--- src/rtl/router_pkg.sv ---
`default_nettype none
// ==========================================================================
// router_pkg : flit types, injector states, header field offsets | rev 1.0
// ==========================================================================
package router_pkg;

    typedef enum logic [1:0] {
        FLIT_BODY     = 2'b00,
        FLIT_TAIL     = 2'b01,
        FLIT_HEAD     = 2'b10,
        FLIT_HEADTAIL = 2'b11
    } flit_type_t;

    typedef enum logic [1:0] {
        S_IDLE = 2'd0,
        S_HEAD = 2'd1,
        S_BODY = 2'd2
    } inj_state_t;

    // Header layout from LSB: len, dst_y, dst_x, dy, dx; upper bits zero.
    localparam int HDR_LEN_LSB = 0;

    function automatic int hdr_ydst_lsb(input int len_w);
        return HDR_LEN_LSB + len_w;
    endfunction

    function automatic int hdr_xdst_lsb(input int len_w, input int y_w);
        return HDR_LEN_LSB + len_w + y_w;
    endfunction

    function automatic int hdr_dy_bit(input int len_w, input int y_w, input int x_w);
        return HDR_LEN_LSB + len_w + y_w + x_w;
    endfunction

    function automatic int hdr_dx_bit(input int len_w, input int y_w, input int x_w);
        return HDR_LEN_LSB + len_w + y_w + x_w + 1;
    endfunction

endpackage
`default_nettype wire

--- src/rtl/router_hdr_enc.sv ---
`default_nettype none
// ==========================================================================
// router_hdr_enc : combinational routing-header encoder (dx/dy, is_self)
// rev 1.0
// ==========================================================================
module router_hdr_enc
    import router_pkg::*;
#(
    parameter int maxx   = 2,
    parameter int maxy   = 2,
    parameter int LEN_W  = 4,
    parameter int DATA_W = 32
) (
    input  logic [maxx-1:0]   dst_x_i,
    input  logic [maxy-1:0]   dst_y_i,
    input  logic [maxx-1:0]   self_x_i,
    input  logic [maxy-1:0]   self_y_i,
    input  logic [LEN_W-1:0]  len_i,
    output logic [DATA_W-1:0] hdr_o,
    output logic              dx_o,
    output logic              dy_o,
    output logic              is_self_o
);

    localparam int Y_LSB  = hdr_ydst_lsb(LEN_W);
    localparam int X_LSB  = hdr_xdst_lsb(LEN_W, maxy);
    localparam int DY_BIT = hdr_dy_bit(LEN_W, maxy, maxx);
    localparam int DX_BIT = hdr_dx_bit(LEN_W, maxy, maxx);

    assign dx_o      = (dst_x_i > self_x_i);
    assign dy_o      = (dst_y_i > self_y_i);
    assign is_self_o = (dst_x_i == self_x_i) && (dst_y_i == self_y_i);

    always_comb begin
        hdr_o                          = '0;
        hdr_o[HDR_LEN_LSB +: LEN_W]    = len_i;
        hdr_o[Y_LSB +: maxy]           = dst_y_i;
        hdr_o[X_LSB +: maxx]           = dst_x_i;
        hdr_o[DY_BIT]                  = dy_o;
        hdr_o[DX_BIT]                  = dx_o;
    end

endmodule
`default_nettype wire

--- src/rtl/router_injector.sv ---
`default_nettype none
// ==========================================================================
// router_injector : source NI, builds header and emits HEAD/BODY/TAIL flits
// Optional INJ_STATS_EN adds packet/flit handshake counters. rev 1.0
// ==========================================================================
module router_injector
    import router_pkg::*;
#(
    parameter int maxx   = 2,
    parameter int maxy   = 2,
    parameter int selfx  = 2,
    parameter int selfy  = 2,
    parameter int LEN_W  = 4,
    parameter int DATA_W = 32
) (
    input  logic              clk_i,
    input  logic              rst_ni,
    input  logic              req_valid_i,
    output logic              req_ready_o,
    input  logic [maxx-1:0]   dst_x_i,
    input  logic [maxy-1:0]   dst_y_i,
    input  logic [LEN_W-1:0]  len_i,
    input  logic              pld_valid_i,
    output logic              pld_ready_o,
    input  logic [DATA_W-1:0] pld_data_i,
    output logic              flit_valid_o,
    input  logic              flit_ready_i,
    output logic [DATA_W+1:0] flit_o,
`ifdef INJ_STATS_EN
    output logic [15:0]       pkt_cnt_o,
    output logic [15:0]       flit_cnt_o,
`endif
    output logic              err_self_o
);

    localparam logic [maxx-1:0] SELF_X = maxx'(selfx);
    localparam logic [maxy-1:0] SELF_Y = maxy'(selfy);

    inj_state_t        state_q, state_d;
    logic [LEN_W-1:0]  count_q, count_d;
    logic [DATA_W-1:0] hdr_q, hdr_d;
    logic              err_q, err_d;

    logic [DATA_W-1:0] enc_hdr;
    logic              enc_dx, enc_dy, enc_self;
    logic              unused_dir;
    logic              req_ready_w;
    logic [LEN_W-1:0]  hdr_len;

    router_hdr_enc #(
        .maxx   (maxx),
        .maxy   (maxy),
        .LEN_W  (LEN_W),
        .DATA_W (DATA_W)
    ) u_hdr_enc (
        .dst_x_i   (dst_x_i),
        .dst_y_i   (dst_y_i),
        .self_x_i  (SELF_X),
        .self_y_i  (SELF_Y),
        .len_i     (len_i),
        .hdr_o     (enc_hdr),
        .dx_o      (enc_dx),
        .dy_o      (enc_dy),
        .is_self_o (enc_self)
    );

    // Direction bits already live inside enc_hdr.
    assign unused_dir = enc_dx ^ enc_dy;
    assign hdr_len    = hdr_q[HDR_LEN_LSB +: LEN_W];

    always_ff @(posedge clk_i or negedge rst_ni) begin
        if (!rst_ni) begin
            state_q <= S_IDLE;
            count_q <= '0;
            hdr_q   <= '0;
            err_q   <= 1'b0;
        end else begin
            state_q <= state_d;
            count_q <= count_d;
            hdr_q   <= hdr_d;
            err_q   <= err_d;
        end
    end

    always_comb begin
        state_d      = state_q;
        count_d      = count_q;
        hdr_d        = hdr_q;
        err_d        = 1'b0;
        req_ready_w  = 1'b0;
        pld_ready_o  = 1'b0;
        flit_valid_o = 1'b0;
        flit_o       = '0;
        case (state_q)
            S_IDLE: begin
                req_ready_w = 1'b1;
                if (req_valid_i) begin
                    hdr_d = enc_hdr;
                    if (enc_self) begin
                        err_d = 1'b1;
                    end else begin
                        state_d = S_HEAD;
                    end
                end
            end
            S_HEAD: begin
                flit_valid_o = 1'b1;
                flit_o       = {(hdr_len == '0) ? FLIT_HEADTAIL : FLIT_HEAD, hdr_q};
                if (flit_ready_i) begin
                    if (hdr_len == '0) begin
                        state_d = S_IDLE;
                    end else begin
                        count_d = hdr_len;
                        state_d = S_BODY;
                    end
                end
            end
            S_BODY: begin
                flit_valid_o = pld_valid_i;
                pld_ready_o  = flit_ready_i;
                flit_o       = {(count_q == LEN_W'(1)) ? FLIT_TAIL : FLIT_BODY, pld_data_i};
                if (pld_valid_i && flit_ready_i) begin
                    count_d = count_q - LEN_W'(1);
                    if (count_q == LEN_W'(1)) begin
                        state_d = S_IDLE;
                    end
                end
            end
            default: begin
                state_d = S_IDLE;
            end
        endcase
    end

    // Keep the request side closed while reset is asserted.
    assign req_ready_o = req_ready_w & rst_ni;
    assign err_self_o  = err_q;

`ifdef INJ_STATS_EN
    logic [15:0] pkt_cnt_q, flit_cnt_q;

    always_ff @(posedge clk_i or negedge rst_ni) begin
        if (!rst_ni) begin
            pkt_cnt_q  <= '0;
            flit_cnt_q <= '0;
        end else begin
            if (state_q == S_HEAD && flit_ready_i) begin
                pkt_cnt_q <= pkt_cnt_q + 16'd1;
            end
            if (flit_valid_o && flit_ready_i) begin
                flit_cnt_q <= flit_cnt_q + 16'd1;
            end
        end
    end

    assign pkt_cnt_o  = pkt_cnt_q;
    assign flit_cnt_o = flit_cnt_q;
`endif

endmodule
`default_nettype wire
--- config.mk ---
export PLATFORM = sky130hd
export DESIGN_NAME = router_injector
export DESIGN_NICKNAME = d
export VERILOG_FILES = /design/src/rtl/router_pkg.sv /design/src/rtl/router_hdr_enc.sv /design/src/rtl/router_injector.sv
export SDC_FILE = /design/constraint.sdc
export NUM_CORES = 1
export LEC_CHECK = 0
export ABC_AREA = 1
export ABC_CLOCK_PERIOD_IN_PS = 3400
export CAP_MARGIN = 40
export CELL_PAD_IN_SITES_DETAIL_PLACEMENT = 0
export CELL_PAD_IN_SITES_GLOBAL_PLACEMENT = 1
export CORE_MARGIN = 5
export CORE_UTILIZATION = 38
export CTS_CLUSTER_SIZE = 30
export DETAILED_ROUTE_END_ITERATION = 12
export PLACE_DENSITY = 0.92
export SLEW_MARGIN = 5
export SYNTH_ARGS = -nofsm -noshare
export SYNTH_HDL_FRONTEND = slang
export SYNTH_HIERARCHICAL = 1
export SYNTH_SLANG_ARGS = --single-unit
--- constraint.sdc ---
create_clock -name clk_i -period 3.4 [get_ports clk_i]
set_clock_uncertainty 0.2 [all_clocks]
set_input_delay 0.51 -clock clk_i [delete_from_list [all_inputs] [get_ports clk_i]]
set_output_delay 0.51 -clock clk_i [all_outputs]
set_load 0.1 [all_outputs]
Word-level counts from Yosys, hierarchy flattened
Cells that the tools add are included.
Storage, ports and cells
  register bits: 17
  input bits: 45
  output and inout bits: 38
Cells by class
  magnitude comparators: 2
  add/subtract/negate cells: 1
  bitwise gates (word level): 1
  eq/ne operators: 11
  muxes and demuxes: 20
  reductions and logical operators: 8
Operators by type and width (count)
  case mux 34 bit (2 select lines): 1
  2-to-1 mux 2 bit: 6
  2-to-1 mux 4 bit: 3
  inequality test 2 bit, second input constant: 6
  case mux 4 bit (2 select lines): 1
  2-to-1 mux 1 bit: 7
  equality test 2 bit, second input constant: 3
  case mux 2 bit (3 select lines): 1
  AND reduction 5 bit: 1
  equality test 4 x 1 -> 1 bit, second input constant: 1
  greater-than comparator 2 bit, second input constant: 2
  zero test 4 bit: 1
  AND reduction 4 bit: 1
  subtractor 4 x 1 -> 4 bit, second input constant: 1
  equality test 2 x 1 -> 1 bit, second input constant: 1
  logical AND 1 bit: 2
  zero test 2 bit: 1
  case mux 1 bit (2 select lines): 1
  AND reduction 2 bit: 1
  nonzero test 2 bit: 1
  AND 1 bit: 1

Depth between registers and ports, before layout
  word-level depth: 5
  gate-level depth with buffers: 10

Modules after synthesis
The synthesis kept the hierarchy.
Modules (own cells, without submodules)
  router_injector: area an instance 2357.3 µm², cells an instance 256, instances 1, sequential area each 975.9 µm²
  router_hdr_enc: area an instance 367.9 µm², cells an instance 54, instances 1, sequential area each 0.0 µm²

Worst setup path after synthesis
No wires, ideal clock.
  kind: flip-flop to output port
  from: reg state_q[1]
  to: out flit_valid_o
  arrival: 3.094 ns
  stages on the path, launching flop included: 6
  data required time: 2.690 ns
  slack: -0.404 ns
  buffers on the path: 1
  path through: dfrtp_1 inv_1 ha_1 buf_4 inv_1 a211oi_1
Between the ends
  cells in the longest elaborated chain, start to end: 2
  elaborated cells between the ends (all ways): 3
  classes of those cells: 2 x eq/ne; 1 x mux
Ends and longest elaborated chain
  start: declaration: line router_injector.sv:39  | inj_state_t state_q, state_d;
  start signal: assignment: line router_injector.sv:78  | state_q <= state_d;
  equality test 2 bit / equality test 2 x 1 -> 1 bit (equally long branches): line router_injector.sv:94  | case (state_q)
  case mux 1 bit (2 select lines) *: line router_injector.sv:94
  end: declaration: line router_injector.sv:26  | output logic flit_valid_o,
Every way passes the cells marked *; elsewhere a longest branch is shown, timed or not.

Final worst setup path
  from: reg state_q[1]
  to: out flit_o[32]
Between the ends
  cells in the longest elaborated chain, start to end: 2
  elaborated cells between the ends (all ways): 3
  classes of those cells: 2 x eq/ne; 1 x mux
Ends and longest elaborated chain
  equality test 2 bit / equality test 2 x 1 -> 1 bit (equally long branches): line router_injector.sv:94
  case mux 34 bit (2 select lines) *: line router_injector.sv:94
  end: declaration: line router_injector.sv:28  | output logic [DATA_W+1:0] flit_o,
Marked as above.

==> impl_metrics.env <==
export IMPL_slowest_stage="dfrtp_1"
export IMPL_setup_tns_ps=0
export IMPL_rsz0062_at_grt="false"
export IMPL_post_synth_top_count_cell="nand2_1"
export IMPL_grt_pass1_wl_um=10050
export IMPL_area_growth_pct=43.02
export IMPL_pin_count=83
export IMPL_nNetsFinal=438
export IMPL_tritoncts="done"
export IMPL_post_route_min_period_ps=2786
export IMPL_synth_top_flop_cell="dfrtp_1"
export IMPL_post_cts_resized=0
export IMPL_seqCellArea_um2=975.9
export IMPL_critical_path_cell_chain="inv_1 -> ha_1 -> buf_4 -> inv_1 -> nor2_2 -> o21a_1 -> buf_12"
export IMPL_cts_sinks=39
export IMPL_crit_top_cell="inv_1"
export IMPL_crit_buf_inv=4
export IMPL_crit_path_start_kind="register"
export IMPL_final_instance_count_excl_fill=478
export IMPL_placed_cells=471
export IMPL_routed_wl_um=6121
export IMPL_arrival_ps=2080
export IMPL_grt_total_usage_pct=14.18
export IMPL_synth_area_leader_cell="dfrtp_1"
export IMPL_numCtsBuffers=5
export IMPL_grt_max_degree=40
export IMPL_rows=30
export IMPL_async_flop_share_pct=100.0
export IMPL_yosys_top_cells_count="91 x nand2_1, 39 x dfrtp_1, 33 x buf_4, 32 x a21oi_1, 29 x mux2_4"
export IMPL_syn_area_per_cell_um2=8.791
export IMPL_synth_area_top_cells="dfrtp_1 36%, mux2_4 16%, nand2_1 13%"
export IMPL_hold_viol=0
export IMPL_coreArea_um2=6869
export IMPL_maxSlewHeadroom_pct=59.54
export IMPL_critical_path_max_stage_delay_ps=400
export IMPL_ant_nets=0
export IMPL_drt_pass1_iter_count=4
export IMPL_hold_buffers=0
export IMPL_crit_required_ps=2690
export IMPL_clk_pin_slew_ps=80
export IMPL_route_detailed_drc=0
export IMPL_clk_latency_ps=280
export IMPL_fin_area_um2=3897
export IMPL_critPathLaunch="state_q[1]"
export IMPL_worst_pin_slew_ps=606.3
export IMPL_die_area_um2=8965
export IMPL_hold_ws_ps=92.17
export IMPL_viasPerCell=4.414
export IMPL_fill_cells=621
export IMPL_hp_class="in2async"
export IMPL_place_gp_congestion=0.7300
export IMPL_ys_seq_area_share_pct=35.81
export IMPL_ys_warn_count=6
export IMPL_synthCells=310
export IMPL_drt_iter0_drc=98
export IMPL_ys_seq_elements=39
export IMPL_synth_edff_count=0
export IMPL_end_kind="primary output"
export IMPL_critPathKind="reg2out"
export IMPL_crit_family="buffers and inverters"
export IMPL_layout_drive_gt1_share_pct=24.61
export IMPL_root_buffer="clkbuf_8"
export IMPL_fmax_ghz=0.3590
export IMPL_min_period_over_period_pct=81.93
export IMPL_via_count=2110
export IMPL_cts_setup_buffers=0
export IMPL_synth_top_cell_area_share_pct=35.81
export IMPL_clk_path_buf_depth=2
export IMPL_dp_hpwl_um=4640
export IMPL_multi_input_area_um2=1394
export IMPL_antenna_found_initial=0
export IMPL_synth_cell_type_count=24
export IMPL_die_w_um=94.69
export IMPL_max_cap_violations=0
export IMPL_reg2reg_from="state_q[1]"
export IMPL_setup_violations=0
export IMPL_worst_path_max_fanout=35
export IMPL_die_h_um=94.69
export IMPL_post_drt_wl_per_cell_um=12.81
export IMPL_grt_pass1_vias=2153
export IMPL_slew_violations=0
export IMPL_grt_overflow=0
export IMPL_start_util_pct=39.67
export IMPL_h_tree_depth=2
export IMPL_status="complete, no violations"
export IMPL_diodes=0
export IMPL_place_area_um2=3795
export IMPL_io_buffers=82
export IMPL_netlist_area_um2=2725
==> cell type report <==
type / count / share of cell area (%)
sequential: 39 / 25.04
inverter: 25 / 2.408
tap: 96 / 3.082
timing repair buffer: 88 / 31.08
multi-input combinational: 223 / 35.76
clock inverter: 1 / 0.7705
clock buffer: 6 / 1.862
==> flip-flops by register name, indices dropped and copies added, names as in the netlist <==
register and flops:
err_self_o 1, hdr_q 32, state_q 2, count_q 4
==> layout by cell type (no fill, tap or decap), drive strengths merged, types with 2 or more instances in the layout <==
master and instances:
clkdlybuf4s50 43, mux2 32, buf 45, conb 26
o21ai 8, a21oi 34, nand3 7, nand2 92
ha 11, dfrtp 39, nor2 9, clkbuf 6
inv 25, or2 2
==> path summary, 6_finish.rpt <==
kind / end / slack (ps) / depth (start not counted)
worst max-delay path: flit_o[32] / 610 / 7
worst min-delay path: count_q[1] / 90 / 2
worst max register to register: hdr_q[31] / 1230 / 5
worst min register to register: hdr_q[17] / 310 / 1
max in group asynchronous: hdr_q[22] / 2560 / 2
min in group clk_i: hdr_q[17] / 310 / 1
==> cells by family (layout without fill, tap and decap cells) <==
kind of cell               after synthesis  after routing  synth area share, %
muxes                                   32             32                17.22
buffers and inverters                   71            120                16.39
adders and majority gates               11             11                5.050
and+or+nand+nor                        110            110                16.58
other                                    3             26               0.4132
AOI/OAI and AO/OA                       44             44                8.540
DFF                                     39             39                35.81
==> layer usage <==
metal	vias to the layer above	routed length, um	global-route usage, %
met4	0	87	3.966
li1	1069	-	-
met3	8	235	3.108
met1	991	2766	18.47
met5	-	0	0
met2	42	3032	23.66
==> per-stage QoR <==
| step | setup slack [ps] | utilization, % |
|---|---|---|
| final | 614.3 | 56.74 |
| after global routing | 430.4 | 56.74 |
| after global placement | 630.7 | 55.03 |
| after floorplan | 162.1 | - |
| after detailed placement | 918.5 | 55.25 |
| after CTS | 588.8 | 56.74 |
Power is left out: the tool's default activity adds up to more than one toggle a clock period on the data nets, which glitch-free logic cannot reach.
==> RTL edit, RTL diff (same settings) <==
`DATA_W` is set to 32 in 2 places; all go to 16.
--- a/src/rtl/router_hdr_enc.sv
+++ b/src/rtl/router_hdr_enc.sv
@@ -11,3 +11,3 @@
     parameter int LEN_W  = 4,
-    parameter int DATA_W = 32
+    parameter int DATA_W = 16
 ) (
--- a/src/rtl/router_injector.sv
+++ b/src/rtl/router_injector.sv
@@ -13,3 +13,3 @@
     parameter int LEN_W  = 4,
-    parameter int DATA_W = 32
+    parameter int DATA_W = 16
 ) (
Interface: changed (resized flit_o and pld_data_i); port bits go from 83 to 51. The function was not compared with the original's and may differ.
==> RTL edit against the unedited design <==
- sequential cell count fell by 16
- wire length shrank 40%
- non-clock buffer count decreased by 35
- cell area fell by 42%
- critical path depth fell by 1
- highest routed layer unchanged
- setup slack lost 0.12 ns
- synthesized cell count decreased by 32%
- area after synthesis down 39%
Power is left out: the tool's default activity adds up to more than one toggle a clock period on the data nets, which glitch-free logic cannot reach.
==> RTL edit: results <==
[route]
drt_iter0_markers = 83
via_per_inst = 4.62
drt_pass1_iterations = 5
wl_per_cell_um = 12.0

[logic_synthesis]
synth.area.top_cells = dfrtp_1 (34%), nand2_1 (13%), ha_1 (8.2%)
synth_mux_area_share_pct = 10.5
synth_common_cells = nand2_1 (59), inv_1 (26), dfrtp_1 (23)
synth_cell_type_count = 25
ys_seq_area_share_pct = 34.4
synthArstFlopShare_pct = 100
synthAdderAreaFrac_pct = 8.23

[layout]
final_net_count = 294
fillerInstances = 413
postLayoutCoreUtil_pct = 52.2
reg_top3 = hdr_q x16, count_q x4, state_q x2

[setup_path]
cp_max_fo = 19
arrival_ns = 2.19
cp-start-kind = register

[placement]
dp_hpwl_um = 2740
port_buffers = 50
gp_congestion = 0.825

[clocking]
numCtsBuffers = 3
clk_pin_slew_ns = 0.08
htreeDepth = 1
cts_root_buffer = clkbuf_8

[outcome]
status = completed

[grt]
grtUsageTotal_pct = 12.7
grt_pass1_vias = 1406
grt_pass1_wl_um = 6320

[min_path]
hp-class = reg2reg

[sta]
slew_headroom_pct = 52.9
## RTL edit: cell count changes in the layout (fill, tap and decap cells not counted), moves of 2 or more
cell and delta:
dfrtp_1 -16, buf_12 -24, nand2_1 -32, buf_4 +6, a21oi_1 -13, clkbuf_8 -2, conb_1 -16, clkdlybuf4s50_1 -15
mux2_4 -24, or2_2 -2, mux2_2 +6, inv_1 +2
## RTL edit: layer usage
metal	routed length (um)	up-vias	GRT usage, %
met1	1650	660	16.3
met2	1850	26	22.0
met4	29	0	2.62
met3	140	2	2.60
met5	0	-	0
li1	-	722	-
## RTL edit: worst paths after layout
path                       depth (start not counted)                     end  slack (ns)
setup / recovery                                   6               flit_o[2]        0.50
hold / removal                                     1    hdr_q[4]$_DFFE_PN0P_        0.31
setup reg to reg                                   8  count_q[1]$_DFFE_PN0P_        1.29
hold reg to reg                                    1    hdr_q[4]$_DFFE_PN0P_        0.31
max in group asynchronous                          2   hdr_q[15]$_DFFE_PN0P_        2.33
min in group asynchronous                          2    hdr_q[3]$_DFFE_PN0P_        0.42
## RTL edit: logic make-up (layout without fill, tap and decap cells)
family	after synthesis	count (layout)
and+or+nand+nor	78	78
buffers and inverters	52	86
AOI/OAI and AO/OA	31	31
DFF	23	23
muxes	14	14
adders and majority gates	11	11
other	3	10
## RTL edit: layout make-up
cell class	instances	area (um2)	share of cell area (%)
flip-flops and latches	23	576	25.5
inverters	29	109	4.83
clock inverters	1	5.00	0.222
clock buffers	3	41.3	1.83
repair buffers	53	606	26.8
multi-input cells	144	855	37.9
well taps	52	65.1	2.88
## RTL edit: worst max-delay path, cell delays in order (launching register included)
cell and delay, ns:
dfrtp_1 0.42, inv_1 0.11, ha_1 0.63, buf_4 0.27, nand2_1 0.05, a21oi_1 0.23, buf_12 0.22
## RTL edit: metrics by stage
stage	setup slack (ns)	std cells	hold WS, ns	cell area (um2)
finish	0.499	305	0.311	2260
detailed placement	0.765	301	0.291	2210
global route	0.299	305	0.331	2260
floorplan	0.0916	219	0.0144	1700
CTS	0.460	305	0.313	2260
global placement	0.824	301	0.288	2210
